## config.mk

```make
export PLATFORM = sky130hd
export DESIGN_NAME = esop_seq_eval_flat
export DESIGN_NICKNAME = d
export VERILOG_FILES = /design/src/rtl/esop_seq_eval_if.sv /design/src/rtl/esop_seq_eval.sv /design/src/flat_wrapper.sv
export SDC_FILE = /design/constraint.sdc
export NUM_CORES = 1
export LEC_CHECK = 0
export ABC_AREA = 1
export CORE_MARGIN = 5
export CORE_UTILIZATION = 56
export DETAILED_ROUTE_END_ITERATION = 16
export GPL_TIMING_DRIVEN = 0
export PLACE_DENSITY = 0.8
export SLEW_MARGIN = 0
export SYNTH_ARGS = -nofsm -noshare
export SYNTH_HDL_FRONTEND = slang
export SYNTH_SLANG_ARGS = --single-unit
```

## constraint.sdc

```tcl
create_clock -name clk -period 12.3 [get_ports clk]
set_clock_uncertainty 0.05 [all_clocks]
set_input_delay 1.23 -clock clk [delete_from_list [all_inputs] [get_ports clk]]
set_output_delay 1.23 -clock clk [all_outputs]
set_load 0.05 [all_outputs]
```

## src/rtl/esop_seq_eval_if.sv

```systemverilog
// Config, input-vector and result handshake bundle for esop_seq_eval.
// master = producer/consumer side, slave = the evaluator.
interface esop_seq_eval_if #(
    parameter int NUM_IN = 8,
    parameter int IDX_W  = 5
);
    logic              cfg_we;
    logic [IDX_W-1:0]  cfg_addr;
    logic [NUM_IN-1:0] cfg_care;
    logic [NUM_IN-1:0] cfg_pol;
    logic              cfg_len_we;
    logic [IDX_W-1:0]  cfg_len;
    logic              cfg_err;
    logic              in_valid;
    logic              in_ready;
    logic [NUM_IN-1:0] in_x;
    logic              out_valid;
    logic              out_ready;
    logic              out_f;
    logic              busy;

    modport master (
        output cfg_we, cfg_addr, cfg_care, cfg_pol, cfg_len_we, cfg_len,
        output in_valid, in_x, out_ready,
        input  cfg_err, in_ready, out_valid, out_f, busy
    );

    modport slave (
        input  cfg_we, cfg_addr, cfg_care, cfg_pol, cfg_len_we, cfg_len,
        input  in_valid, in_x, out_ready,
        output cfg_err, in_ready, out_valid, out_f, busy
    );
endinterface

```

## src/rtl/esop_seq_eval.sv

```systemverilog
// Programmable sequential ESOP evaluator: XOR of all enabled cubes, one shared
// match unit per cycle. Define ESOP_DUAL_EVAL_EN to evaluate two cubes per cycle.
module esop_seq_eval #(
    parameter int NUM_IN    = 8,
    parameter int MAX_CUBES = 16,
    parameter int IDX_W     = $clog2(MAX_CUBES + 1)
) (
    input logic              clk,
    input logic              rst,
    esop_seq_eval_if.slave   bus
);

    localparam int AW = (MAX_CUBES > 1) ? $clog2(MAX_CUBES) : 1;

    typedef struct packed {
        logic [NUM_IN-1:0] care;
        logic [NUM_IN-1:0] pol;
    } cube_t;

    typedef enum logic [1:0] {S_IDLE, S_EVAL, S_DONE} state_t;

    state_t            state_q, state_d;
    cube_t             tbl_q [MAX_CUBES];
    logic [IDX_W-1:0]  num_cubes_q, num_cubes_d;
    logic [IDX_W-1:0]  idx_q, idx_d;
    logic [NUM_IN-1:0] x_q, x_d;
    logic              acc_q, acc_d;
    logic              cfg_err_q, cfg_err_d;

    logic              cfg_open;
    logic              tbl_we;
    logic [AW-1:0]     tbl_waddr;
    logic [IDX_W-1:0]  len_clamped;
    logic [IDX_W-1:0]  len_eff;
    logic [AW-1:0]     rd0;
    logic              m0;
    logic              step_last;
    logic              step_bit;

    function automatic logic cube_match(cube_t c, logic [NUM_IN-1:0] x);
        // Don't-care literals contribute 1; cared literals must equal the polarity.
        return &(~c.care | ~(x ^ c.pol));
    endfunction

    assign cfg_open    = (state_q == S_IDLE);
    assign len_clamped = (bus.cfg_len > IDX_W'(MAX_CUBES)) ? IDX_W'(MAX_CUBES) : bus.cfg_len;
    assign len_eff     = bus.cfg_len_we ? len_clamped : num_cubes_q;
    assign tbl_we      = cfg_open && bus.cfg_we && (bus.cfg_addr < IDX_W'(MAX_CUBES));
    assign tbl_waddr   = bus.cfg_addr[AW-1:0];

    assign rd0 = idx_q[AW-1:0];
    assign m0  = cube_match(tbl_q[rd0], x_q);

`ifdef ESOP_DUAL_EVAL_EN
    logic [AW-1:0]    rd1;
    logic [IDX_W:0]   idx_p1;
    logic [IDX_W:0]   idx_p2;
    logic             m1_en;
    logic             m1;

    assign idx_p1    = {1'b0, idx_q} + (IDX_W+1)'(1);
    assign idx_p2    = {1'b0, idx_q} + (IDX_W+1)'(2);
    assign rd1       = AW'(idx_p1);
    // The second cube is masked when it lies beyond the active count.
    assign m1_en     = idx_p1 < {1'b0, num_cubes_q};
    assign m1        = m1_en & cube_match(tbl_q[rd1], x_q);
    assign step_bit  = m0 ^ m1;
    assign step_last = idx_p2 >= {1'b0, num_cubes_q};
`else
    assign step_bit  = m0;
    assign step_last = (idx_q == num_cubes_q - IDX_W'(1));
`endif

    // NOTE: every variable driven here gets a default first, so no path can infer a latch.
    always_comb begin
        state_d     = state_q;
        num_cubes_d = num_cubes_q;
        idx_d       = idx_q;
        x_d         = x_q;
        acc_d       = acc_q;
        cfg_err_d   = !cfg_open && (bus.cfg_we || bus.cfg_len_we);

        unique case (state_q)
            S_IDLE: begin
                if (bus.cfg_len_we) num_cubes_d = len_clamped;
                if (bus.in_valid) begin
                    x_d     = bus.in_x;
                    acc_d   = 1'b0;
                    idx_d   = '0;
                    state_d = (len_eff == '0) ? S_DONE : S_EVAL;
                end
            end
            S_EVAL: begin
                acc_d = acc_q ^ step_bit;
`ifdef ESOP_DUAL_EVAL_EN
                idx_d = IDX_W'(idx_p2);
`else
                idx_d = idx_q + IDX_W'(1);
`endif
                if (step_last) state_d = S_DONE;
            end
            S_DONE: begin
                if (bus.out_ready) state_d = S_IDLE;
            end
            default: state_d = S_IDLE;
        endcase
    end

    // NOTE: sequential state uses non-blocking assignments so every register samples pre-edge values.
    always_ff @(posedge clk or posedge rst) begin
        if (rst) begin
            state_q     <= S_IDLE;
            num_cubes_q <= '0;
            idx_q       <= '0;
            x_q         <= '0;
            acc_q       <= 1'b0;
            cfg_err_q   <= 1'b0;
        end else begin
            state_q     <= state_d;
            num_cubes_q <= num_cubes_d;
            idx_q       <= idx_d;
            x_q         <= x_d;
            acc_q       <= acc_d;
            cfg_err_q   <= cfg_err_d;
        end
    end

    // NOTE: the cube table is reset on purpose; a reset must leave an empty (all care=0) table.
    always_ff @(posedge clk or posedge rst) begin
        if (rst) begin
            for (int i = 0; i < MAX_CUBES; i++) tbl_q[i] <= '0;
        end else if (tbl_we) begin
            tbl_q[tbl_waddr] <= {bus.cfg_care, bus.cfg_pol};
        end
    end

    assign bus.in_ready  = (state_q == S_IDLE);
    assign bus.out_valid = (state_q == S_DONE);
    assign bus.out_f     = (state_q == S_DONE) & acc_q;
    assign bus.busy      = (state_q != S_IDLE);
    assign bus.cfg_err   = cfg_err_q;

endmodule

```

## src/flat_wrapper.sv

```systemverilog
// flat-port wrapper written by rule: the top's interface ports become plain ports
module esop_seq_eval_flat 
#(
    parameter int NUM_IN    = 8,
    parameter int MAX_CUBES = 16,
    parameter int IDX_W     = $clog2(MAX_CUBES + 1)
)
  (clk, rst, bus_cfg_we, bus_cfg_addr, bus_cfg_care, bus_cfg_pol, bus_cfg_len_we, bus_cfg_len, bus_in_valid, bus_in_x, bus_out_ready, bus_cfg_err, bus_in_ready, bus_out_valid, bus_out_f, bus_busy);
  esop_seq_eval_if #(.NUM_IN(NUM_IN), .IDX_W(IDX_W)) bus_i ();
  input logic clk;
  input logic rst;
  input wire logic [$bits(bus_i.cfg_we)-1:0] bus_cfg_we;
  input wire logic [$bits(bus_i.cfg_addr)-1:0] bus_cfg_addr;
  input wire logic [$bits(bus_i.cfg_care)-1:0] bus_cfg_care;
  input wire logic [$bits(bus_i.cfg_pol)-1:0] bus_cfg_pol;
  input wire logic [$bits(bus_i.cfg_len_we)-1:0] bus_cfg_len_we;
  input wire logic [$bits(bus_i.cfg_len)-1:0] bus_cfg_len;
  input wire logic [$bits(bus_i.in_valid)-1:0] bus_in_valid;
  input wire logic [$bits(bus_i.in_x)-1:0] bus_in_x;
  input wire logic [$bits(bus_i.out_ready)-1:0] bus_out_ready;
  output wire logic [$bits(bus_i.cfg_err)-1:0] bus_cfg_err;
  output wire logic [$bits(bus_i.in_ready)-1:0] bus_in_ready;
  output wire logic [$bits(bus_i.out_valid)-1:0] bus_out_valid;
  output wire logic [$bits(bus_i.out_f)-1:0] bus_out_f;
  output wire logic [$bits(bus_i.busy)-1:0] bus_busy;
  assign bus_i.cfg_we = bus_cfg_we;
  assign bus_i.cfg_addr = bus_cfg_addr;
  assign bus_i.cfg_care = bus_cfg_care;
  assign bus_i.cfg_pol = bus_cfg_pol;
  assign bus_i.cfg_len_we = bus_cfg_len_we;
  assign bus_i.cfg_len = bus_cfg_len;
  assign bus_i.in_valid = bus_in_valid;
  assign bus_i.in_x = bus_in_x;
  assign bus_i.out_ready = bus_out_ready;
  assign bus_cfg_err = bus_i.cfg_err;
  assign bus_in_ready = bus_i.in_ready;
  assign bus_out_valid = bus_i.out_valid;
  assign bus_out_f = bus_i.out_f;
  assign bus_busy = bus_i.busy;
  esop_seq_eval #(.NUM_IN(NUM_IN), .MAX_CUBES(MAX_CUBES), .IDX_W(IDX_W)) u_core (.clk(clk), .rst(rst), .bus(bus_i));
endmodule
```

# Yosys cells after proc, flatten, opt, wreduce, memory -nomap -nowiden

Index checks and enable logic that the tools add are counted.
Widths: inputs -> output; s select.

Bits in registers: 278
Output and inout port bits: 5
Input port bits: 40
Logic and storage cells: 90

Muxes and demuxes: 17
Reduce and logical (&&, ||, !) cells: 14
$lt $le $gt $ge: 5
Bitwise operators: 8
Add/subtract/negate cells: 2
Eq/ne operators: 6

Operator list:

| cell                | count |
|---|---|
| $bwmux 256          | 1 |
| $bmux 16 s4         | 1 |
| $demux 16 s4        | 1 |
| $mux 16             | 3 |
| $not 8->8           | 2 |
| $mux 5              | 3 |
| $ge 5x5->1 const B  | 2 |
| $not 4->5           | 2 |
| $pmux 5 s2          | 1 |
| $mux 2              | 4 |
| $or 8x8->8          | 1 |
| $reduce_and 8->1    | 1 |
| $xor 8x8->8         | 1 |
| $pmux 2 s3          | 1 |
| $add 5x1->5 const B | 1 |
| $eq 5x5->1          | 1 |
| $gt 5x5->1 const B  | 1 |
| $logic_not 5->1     | 1 |
| $lt 5x1->1 const B  | 1 |
| $lt 5x5->1 const B  | 1 |
| $sub 5x1->5 const B | 1 |
| $logic_and 1x1->1   | 4 |
| $ne 2x2->1 const B  | 2 |
| $reduce_and 2->1    | 2 |
| other kinds (12)    | 13 |

# Longest topological paths before layout

Gate-level depths: netlist (run 1).

Depth in word-level cells: 10
Mapped depth: 18
Depth with buffers taken out: 15

# Worst setup path after synthesis (run 1)

Ideal clock, no wire load.

Path type: register to output
From: register u_core.state_q[1]
To: output bus_in_ready
Data required time: 11.020 ns
Data arrival time: 1.156 ns
Slack: 9.864 ns
Cell stages (with the launch flop): 3
Buffers on the path: 1
Cell sequence: dfrtp_1 -> nor2_4 -> clkbuf_1

Word-level cells in the longest chain between the ends: 1

Ends and longest elaborated chain:

| item                   | line                 | source |
|---|---|---|
| from (decl)            | esop_seq_eval.sv:22  | `state_t state_q, state_d;` |
| from (signal assigned) | esop_seq_eval.sv:119 | `state_q <= state_d;` |
| $logic_not 2->1        | esop_seq_eval.sv:137 | `assign bus.in_ready = (state_q == S_IDLE);` |
| to (decl)              | flat_wrapper.sv:22   | `output wire logic [$bits(bus_i.in_ready)-1:0] bus_in_ready;` |

Every way passes these cells.

# Worst setup path after layout (run 1)

Same ends and word-level chain as after synthesis.

==> results.md, run 1 <==
- Register-to-register setup slack: 9.57 ns
- RSZ-0062 raised after global routing: false
- Pleak: 7.06 nW
- Vias: 12500
- Final nets: 1778
- Crit path kind: register to primary output
- Avg Inst Size Synth: 7.96 um2
- Core Region: 0.0233 mm2
- DR DRC count: 0
- CTS Hold Bufs: 0
- Critical-path top delay cell: clkdlybuf4s50_1
- Non-Filler Instances: 2079
- Fmax: 275 MHz
- Switching fraction of total power: 40.3%
- Crit-path leading delay family: buffers and inverters
- First-pass GRT wire length: 66.7 mm
- Layout cells sized above 1: 6.31%
- Crit path to: bus_in_ready
- Placed insts: 2023
- Min Tclk post-route: 3.64 ns
- CP bufs+invs: 2
- PortBufs: 44
- GP Congestion: 1.02
- Clock transition at path regs: 0.06 ns
- Max_cap viols: 0
- Switch Pwr: 0.00136 W
- Final setup viols: 0
- Comb pwr share: 39.1%
- CP endpoint kind: primary output
- Synth warn: 0
- Final Hold Viols: 0
- Layout area overhead: 14.8%
- Grt ovf: 0
- Quantity of gates resized following cts: 0
- Post-route setup TNS: 0 ns
- Netlist cell types: 36
- Multi-input gate area: 0.00515 mm2
- Worst-Skew Late Latency: 0.57 ns
- Final Cycle Share: 29.6%
- CTS tree: built
- Gr usage total: 32.7%
- Cell Chain, Critical Path: nor2_4 -> clkbuf_1 -> clkdlybuf4s50_1
- Wire length per cell: 20.9 um
- Clock Path Buffers: 3
- Register area share after synthesis: 52.7%
- Worst path depth: 3
- Path depth of the worst reg2reg path: 14
- Slowest cell delay on critical path: 0.87 ns
- Antenna Violating Nets Remaining: 0
- Post-CTS setup repair buffer count: 0
- Die Ht: 164 um
- # fillers: 2018
- Die ar.: 0.0267 mm2
- Sequential Area: 0.00696 mm2
- Share of the synthesized area in the top cell type: 52.7%
- Power Dens Cells: 223 mW/mm2
- Initial antenna violation count: 0
- Syn nets: 1700
- IR drop worst, VDD: 0.192 mV
- Seq pwr share: 32.4%
- CTS root buf: clkbuf_16
- Floorplan row count: 56
- Largest net degree at the start of global routing: 117
- Clk sink count: 278
- Type of origin of the critical path: register
- Die width: 164 um
- Initial core utilization: 56.6%
- Reg-to-Reg End: u_core.acc_q$_DFFE_PP0P_
- Routed WL: 43.4 mm
- DRT Pass-1 Iters: 6
- Vias per cell: 6.00
- Number of global-route vias before repair: 11900
- Area of the mapped netlist: 0.0132 mm2
- Worst Setup SP: u_core.state_q[1]$_DFFE_PP0P_
- CP Data Required Time: 11.02 ns
- Clock share of power: 28.5%
- #FFs+latches synth: 278
- Ant diodes: 0
- Synth Instances: 1658
- Area contributors post-synth: dfrtp_1 (53%), nand2_1 (13%), o21ai_0 (12%)
- Post-DP HPWL: 30.2 mm
- Slew headroom: 47.8%
- DRC violation total after the first TritonRoute iteration: 1619
- Run status: complete, no violations
- Slew Viols, Final: 0
- Area leader, netlist: dfrtp_1
- Worst r2r src: u_core.idx_q[0]$_DFFE_PP0P_
- Crit path max fanout: 10
- Number of clock buffers inserted by TritonCTS: 30
- Worst-Margin Slew: 0.783 ns
- Top-Level Pins: 45
- Internal Power: 0.00202 W
- CTS H-tree lvls: 1
- Hold WC Path Type: register to register
- Worst Path Arrival: 2.36 ns
[routing by layer]
layer | GRT usage (%) | share of wire (%) | vias up
li1 | - | - | 5520
met1 | 44.5 | 39 | 5974
met2 | 49.5 | 44 | 802
met3 | 8.60 | 13 | 174
met4 | 14.8 | 5.1 | 0
met5 | 0 | 0 | -
[sequential cells by signal (all words and copies together), names as in the netlist]
signal and count:
u_core.x_q 8, u_core.state_q 2, u_core.tbl_q 256, u_core.acc_q 1, u_core.num_cubes_q 5, u_core.idx_q 5, u_core.bus.cfg_err 1
[Yosys cell counts]
| cell | n |
|---|---|
| nor3_2 | 3 |
| o21ai_1 | 9 |
| o21ai_2 | 1 |
| nor2_2 | 2 |
| buf_1 | 1 |
| or2_0 | 1 |
| clkbuf_1 | 75 |
| ha_1 | 2 |
| inv_4 | 1 |
| inv_1 | 114 |
| o21ai_0 | 326 |
| dfrtp_1 | 278 |
| nor3_4 | 1 |
| clkinv_1 | 2 |
| o32ai_1 | 2 |
| nand4_1 | 7 |
| inv_2 | 3 |
| nor2_4 | 1 |
| nor4b_1 | 1 |
| a21oi_1 | 3 |
| nor2_1 | 121 |
| or2_1 | 9 |
| xor2_1 | 4 |
| xnor2_1 | 2 |
| o31ai_1 | 1 |
| nand2_1 | 471 |
| and3_1 | 1 |
| or2_2 | 3 |
| buf_2 | 19 |
| nor4_1 | 1 |
| buf_8 | 1 |
| buf_4 | 5 |
| o211ai_1 | 24 |
| buf_6 | 18 |
| mux2i_1 | 1 |
| nand3_1 | 144 |
[worst min-delay path: cells and delay by family, from the launching register on]
kind | cells | cell delay (ns)
AND/OR/NAND/NOR | 1 | 0.05
flip-flops | 1 | 0.34
AO/OA/AOI/OAI | 1 | 0.06
[power groups by stage]
stage / combinational, W / clock (W) / sequential (W)
2_1_floorplan: 0.000827 / 0 / 0.00109
3_3_place_gp: 0.00124 / 0 / 0.00110
3_5_place_dp: 0.00127 / 0 / 0.00110
4_1_cts: 0.00128 / 0.000959 / 0.00109
5_1_grt: 0.00140 / 0.00100 / 0.00110
6_report: 0.00132 / 0.000961 / 0.00109
[area by class of cell]
type | instances | share of cell area [%]
inverters | 120 | 3.04
repair buffers | 46 | 3.27
clock buffers | 44 | 5.83
plain buffers | 119 | 4.19
multi-input cells | 1141 | 34.0
flip-flops and latches | 278 | 45.9
clock inverters | 12 | 1.15
well taps | 319 | 2.63
[worst min path at each step]
| stage | from | endpoint | slack (ns) | cells past startpoint |
|---|---|---|---|---|
| 2_1_floorplan | u_core.tbl_q[112]$_DFFE_PP0P_ | u_core.tbl_q[112]$_DFFE_PP0P_ | 0.40 | 2 |
| 3_3_place_gp | u_core.tbl_q[55]$_DFFE_PP0P_ | u_core.tbl_q[55]$_DFFE_PP0P_ | 0.41 | 2 |
| 3_5_place_dp | u_core.tbl_q[51]$_DFFE_PP0P_ | u_core.tbl_q[51]$_DFFE_PP0P_ | 0.42 | 2 |
| 4_1_cts | u_core.tbl_q[112]$_DFFE_PP0P_ | u_core.tbl_q[112]$_DFFE_PP0P_ | 0.43 | 2 |
| 5_1_grt | u_core.tbl_q[38]$_DFFE_PP0P_ | u_core.tbl_q[38]$_DFFE_PP0P_ | 0.45 | 2 |
| 6_report | u_core.tbl_q[112]$_DFFE_PP0P_ | u_core.tbl_q[112]$_DFFE_PP0P_ | 0.43 | 2 |
[through the flow]
stage | worst slack (ns) | util (%) | area (um2) | power, W | hold slack (ns)
floorplan | 3.35 | - | 13200 | 0.00192 | 0.395
global placement | 0.00294 | 60.2 | 14000 | 0.00234 | 0.409
detailed placement | 8.68 | 60.4 | 14100 | 0.00237 | 0.416
CTS | 8.65 | 65.0 | 15200 | 0.00332 | 0.431
global route | 8.53 | 65.0 | 15200 | 0.00351 | 0.447
finish | 8.66 | 65.0 | 15200 | 0.00337 | 0.428
[logic make-up (layout without fill, tap and decap cells)]
| logic type | Yosys count | after routing | synth area share, % |
|---|---|---|---|
| AOI/OAI and AO/OA | 366 | 366 | 14.4 |
| DFF | 278 | 278 | 52.7 |
| muxes | 1 | 1 | 0.0758 |
| xor gates and xnor gates | 6 | 6 | 0.398 |
| and+or+nand+nor | 766 | 766 | 23.9 |
| adders and majority gates | 2 | 2 | 0.190 |
| buffers and inverters | 239 | 341 | 8.25 |
[placed cells by master (no fill, tap or decap), drive strengths merged]
| master | Yosys | routed |
|---|---|---|
| clkdlybuf4s50 | 0 | 44 |
| o31ai | 1 | 1 |
| clkbuf | 75 | 119 |
| o211ai | 24 | 24 |
| ha | 2 | 2 |
| bufinv | 0 | 4 |
| dfrtp | 278 | 278 |
| o32ai | 2 | 2 |
| nor4b | 1 | 1 |
| a21oi | 3 | 3 |
| nand3 | 144 | 144 |
| clkinvlp | 0 | 1 |
| buf | 44 | 46 |
| xor2 | 4 | 4 |
| mux2i | 1 | 1 |
| xnor2 | 2 | 2 |
| nand2 | 471 | 471 |
| nor3 | 4 | 4 |
| nor4 | 1 | 1 |
| or2 | 13 | 13 |
| nor2 | 124 | 124 |
| and3 | 1 | 1 |
| nand4 | 7 | 7 |
| inv | 118 | 118 |
| o21ai | 336 | 336 |
| clkinv | 2 | 9 |
(Power assumes the default switching activity.)
==> run 2, diff against run 1 <==
- clock period: 12.3 -> 3.6 ns (I/O delays scaled with it)
==> run 2 against run 1 <==
Net effect:
- critical path depth unchanged
- global-route usage increased by 1.3 points
- clock power increased to 3.3 times the previous value
- critical endpoint unchanged
- non-clock buffer count increased by 5
==> results.md, run 2 (synthesis results as in run 1) <==
- Initial core utilization: 56.6% (unchanged)
- Register-to-register setup slack: 0.89 ns (-8.68 ns)
- Worst-Margin Slew: 0.833 ns (+0.0505 ns)
- Crit path kind: register to primary output
- PortBufs: 44 (unchanged)
- First-pass GRT wire length: 68.9 mm (+3.2%)
- Most common cell after layout, fill and taps aside: nand2_1
- Routed WL: 44.7 mm (+2.9%)
- Path depth of the worst reg2reg path: 12 (-2)
- Commonest cells after routing, fill and taps aside: nand2_1 (471), o21ai_0 (326), dfrtp_1 (278)
- Largest net degree at the start of global routing: 45 (-62%)
- Grt ovf: 0 (unchanged)
- GP Congestion: 0.993 (-2.8%)
- Number of clock buffers inserted by TritonCTS: 30 (unchanged)
- Vias per cell: 6.00 (about the same)
- Top flop regs: u_core.tbl_q (256), u_core.x_q (8)
- RSZ-0062 raised after global routing: false
- Reg-to-Reg End: u_core.acc_q$_DFFE_PP0P_
- CP endpoint kind: primary output
- Layout cells sized above 1: 6.75% (+0.44 points)
- Max_cap viols: 0 (unchanged)
- Final Cycle Share: 77.1%
- Crit path max fanout: 10 (unchanged)
- DRC violation total after the first TritonRoute iteration: 1741 (+7.5%)
- DR DRC count: 0 (unchanged)
- Final Hold Viols: 0 (unchanged)
- Max reg flops: 256 (unchanged)
- Number of global-route vias before repair: 12100 (+1.8%)
- IR drop worst, VDD: 0.495 mV (+160%)
- Slew Viols, Final: 0 (unchanged)
- Final nets: 1783 (+0.28%)
- CP Data Required Time: 3.19 ns (-7.83 ns)
- Top-Level Pins: 45 (unchanged)
- Clock transition at path regs: 0.07 ns (about the same)
- Wire length per cell: 21.4 um (+2.6%)
- Die Ht: 164 um (unchanged)
- Power Dens Cells: 755 mW/mm2 (+240%)
- Hold Worst Slack: 0.138 ns (-0.290 ns)
- Die width: 164 um (unchanged)
- Slew headroom: 44.2% (-3.6 points)
- Layout area overhead: 15.4%
- # fillers: 1985 (-1.6%)
- Initial antenna violation count: 0 (unchanged)
- Tot Pwr: 0.0115 W (+240%)
- Worst r2r src: u_core.idx_q[2]$_DFFE_PP0P_
- Post-CTS setup repair buffer count: 0 (unchanged)
- DRT Pass-1 Iters: 8 (+2)
- Run status: complete, no violations
- Post-DP HPWL: 31.7 mm (+5.0%)
- CTS Hold Bufs: 0 (unchanged)
- Final core occ: 65.3% (+0.32 points)
- Die ar.: 0.0267 mm2 (unchanged)
- Antenna Violating Nets Remaining: 0 (unchanged)
- CTS root buf: clkbuf_16
- Min Tclk post-route: 2.78 ns
- Type of origin of the critical path: register
- Floorplan row count: 56 (unchanged)
- Clk sink count: 278 (unchanged)
- Core Region: 0.0233 mm2 (unchanged)
- Worst slack, placed: 0.852 ns (-7.83 ns)
- Fmax: 360 MHz
- Vias: 12500 (+0.25%)
- Placed insts: 2028 (+0.25%)
- Quantity of gates resized following cts: 0 (unchanged)
- Final worst-path setup slack: 0.823 ns (-7.84 ns)
- Clock Path Buffers: 3 (unchanged)
- Hold WC Path Type: input pin to async pin
- Pleak: 7.10 nW (+0.56%)
- Non-Filler Instances: 2084 (+0.24%)
- Worst Path Arrival: 2.37 ns (about the same)
- CTS H-tree lvls: 1 (unchanged)
- CTS tree: built
- Sequential Area: 0.00696 mm2 (unchanged)
- Worst-Skew Late Latency: 0.58 ns (about the same)
- Gr usage total: 33.9% (+1.3 points)
- Biggest register: u_core.tbl_q
- Final setup viols: 0 (unchanged)
- Multi-input gate area: 0.00515 mm2 (unchanged)
[run 2: critical path, cell delays in order (launching register included)]
cell and delay (ns):
dfrtp_1 0.44, nor2_4 0.17, clkbuf_1 0.30, clkdlybuf4s50_1 0.88
[run 2: layout make-up]
class	count	share of cell area [%]
Tap cell	319	2.62
Multi-Input combinational cell	1141	33.8
Clock buffer	43	5.97
Sequential cell	278	45.7
Inverter	120	3.00
Buffer	119	4.17
Antenna cell	1	0.0164
Timing Repair Buffer	51	3.81
Clock inverter	12	0.912
[run 2: worst max path at each step]
stage,from,endpoint,slack [ns],depth (start not counted)
2_1_floorplan,rst,u_core.acc_q$_DFFE_PP0P_,-0.49,1
5_1_grt,u_core.state_q[1]$_DFFE_PP0P_,bus_in_ready,0.73,3
3_3_place_gp,rst,u_core.bus.cfg_err$_DFF_PP0_,-2.42,2
4_1_cts,u_core.state_q[1]$_DFFE_PP0P_,bus_in_ready,0.82,3
6_report,u_core.state_q[1]$_DFFE_PP0P_,bus_in_ready,0.82,3
3_5_place_dp,bus_cfg_we,u_core.tbl_q[194]$_DFFE_PP0P_,0.85,9
[run 2: metrics by stage]
stage	TNS, ns	cell area, um2
after global routing	0	15200
after CTS	0	15200
after floorplan	-136.04	13200
final	0	15200
after global placement	-667.15	14000
after detailed placement	0	14200
[run 2: routing by layer]
| metal | routed length (um) | vias to the layer above | track usage (%) | part of all wire, % |
|---|---|---|---|---|
| li1 | - | 5544 | - | - |
| met1 | 17100 | 5969 | 45.8 | 38 |
| met2 | 19900 | 815 | 51.9 | 44 |
| met3 | 5120 | 173 | 7.70 | 11 |
| met4 | 2580 | 0 | 17.0 | 5.8 |
| met5 | 0 | - | 0 | 0 |
[run 2: report_power, final]
group | total [W] | internal (W) | leakage (nW) | switching [W]
Sequential | 0.00374 | 0.00351 | 3.80 | 0.000231
Combinational | 0.00455 | 0.00140 | 2.77 | 0.00315
Clock | 0.00320 | 0.00190 | 0.526 | 0.00130
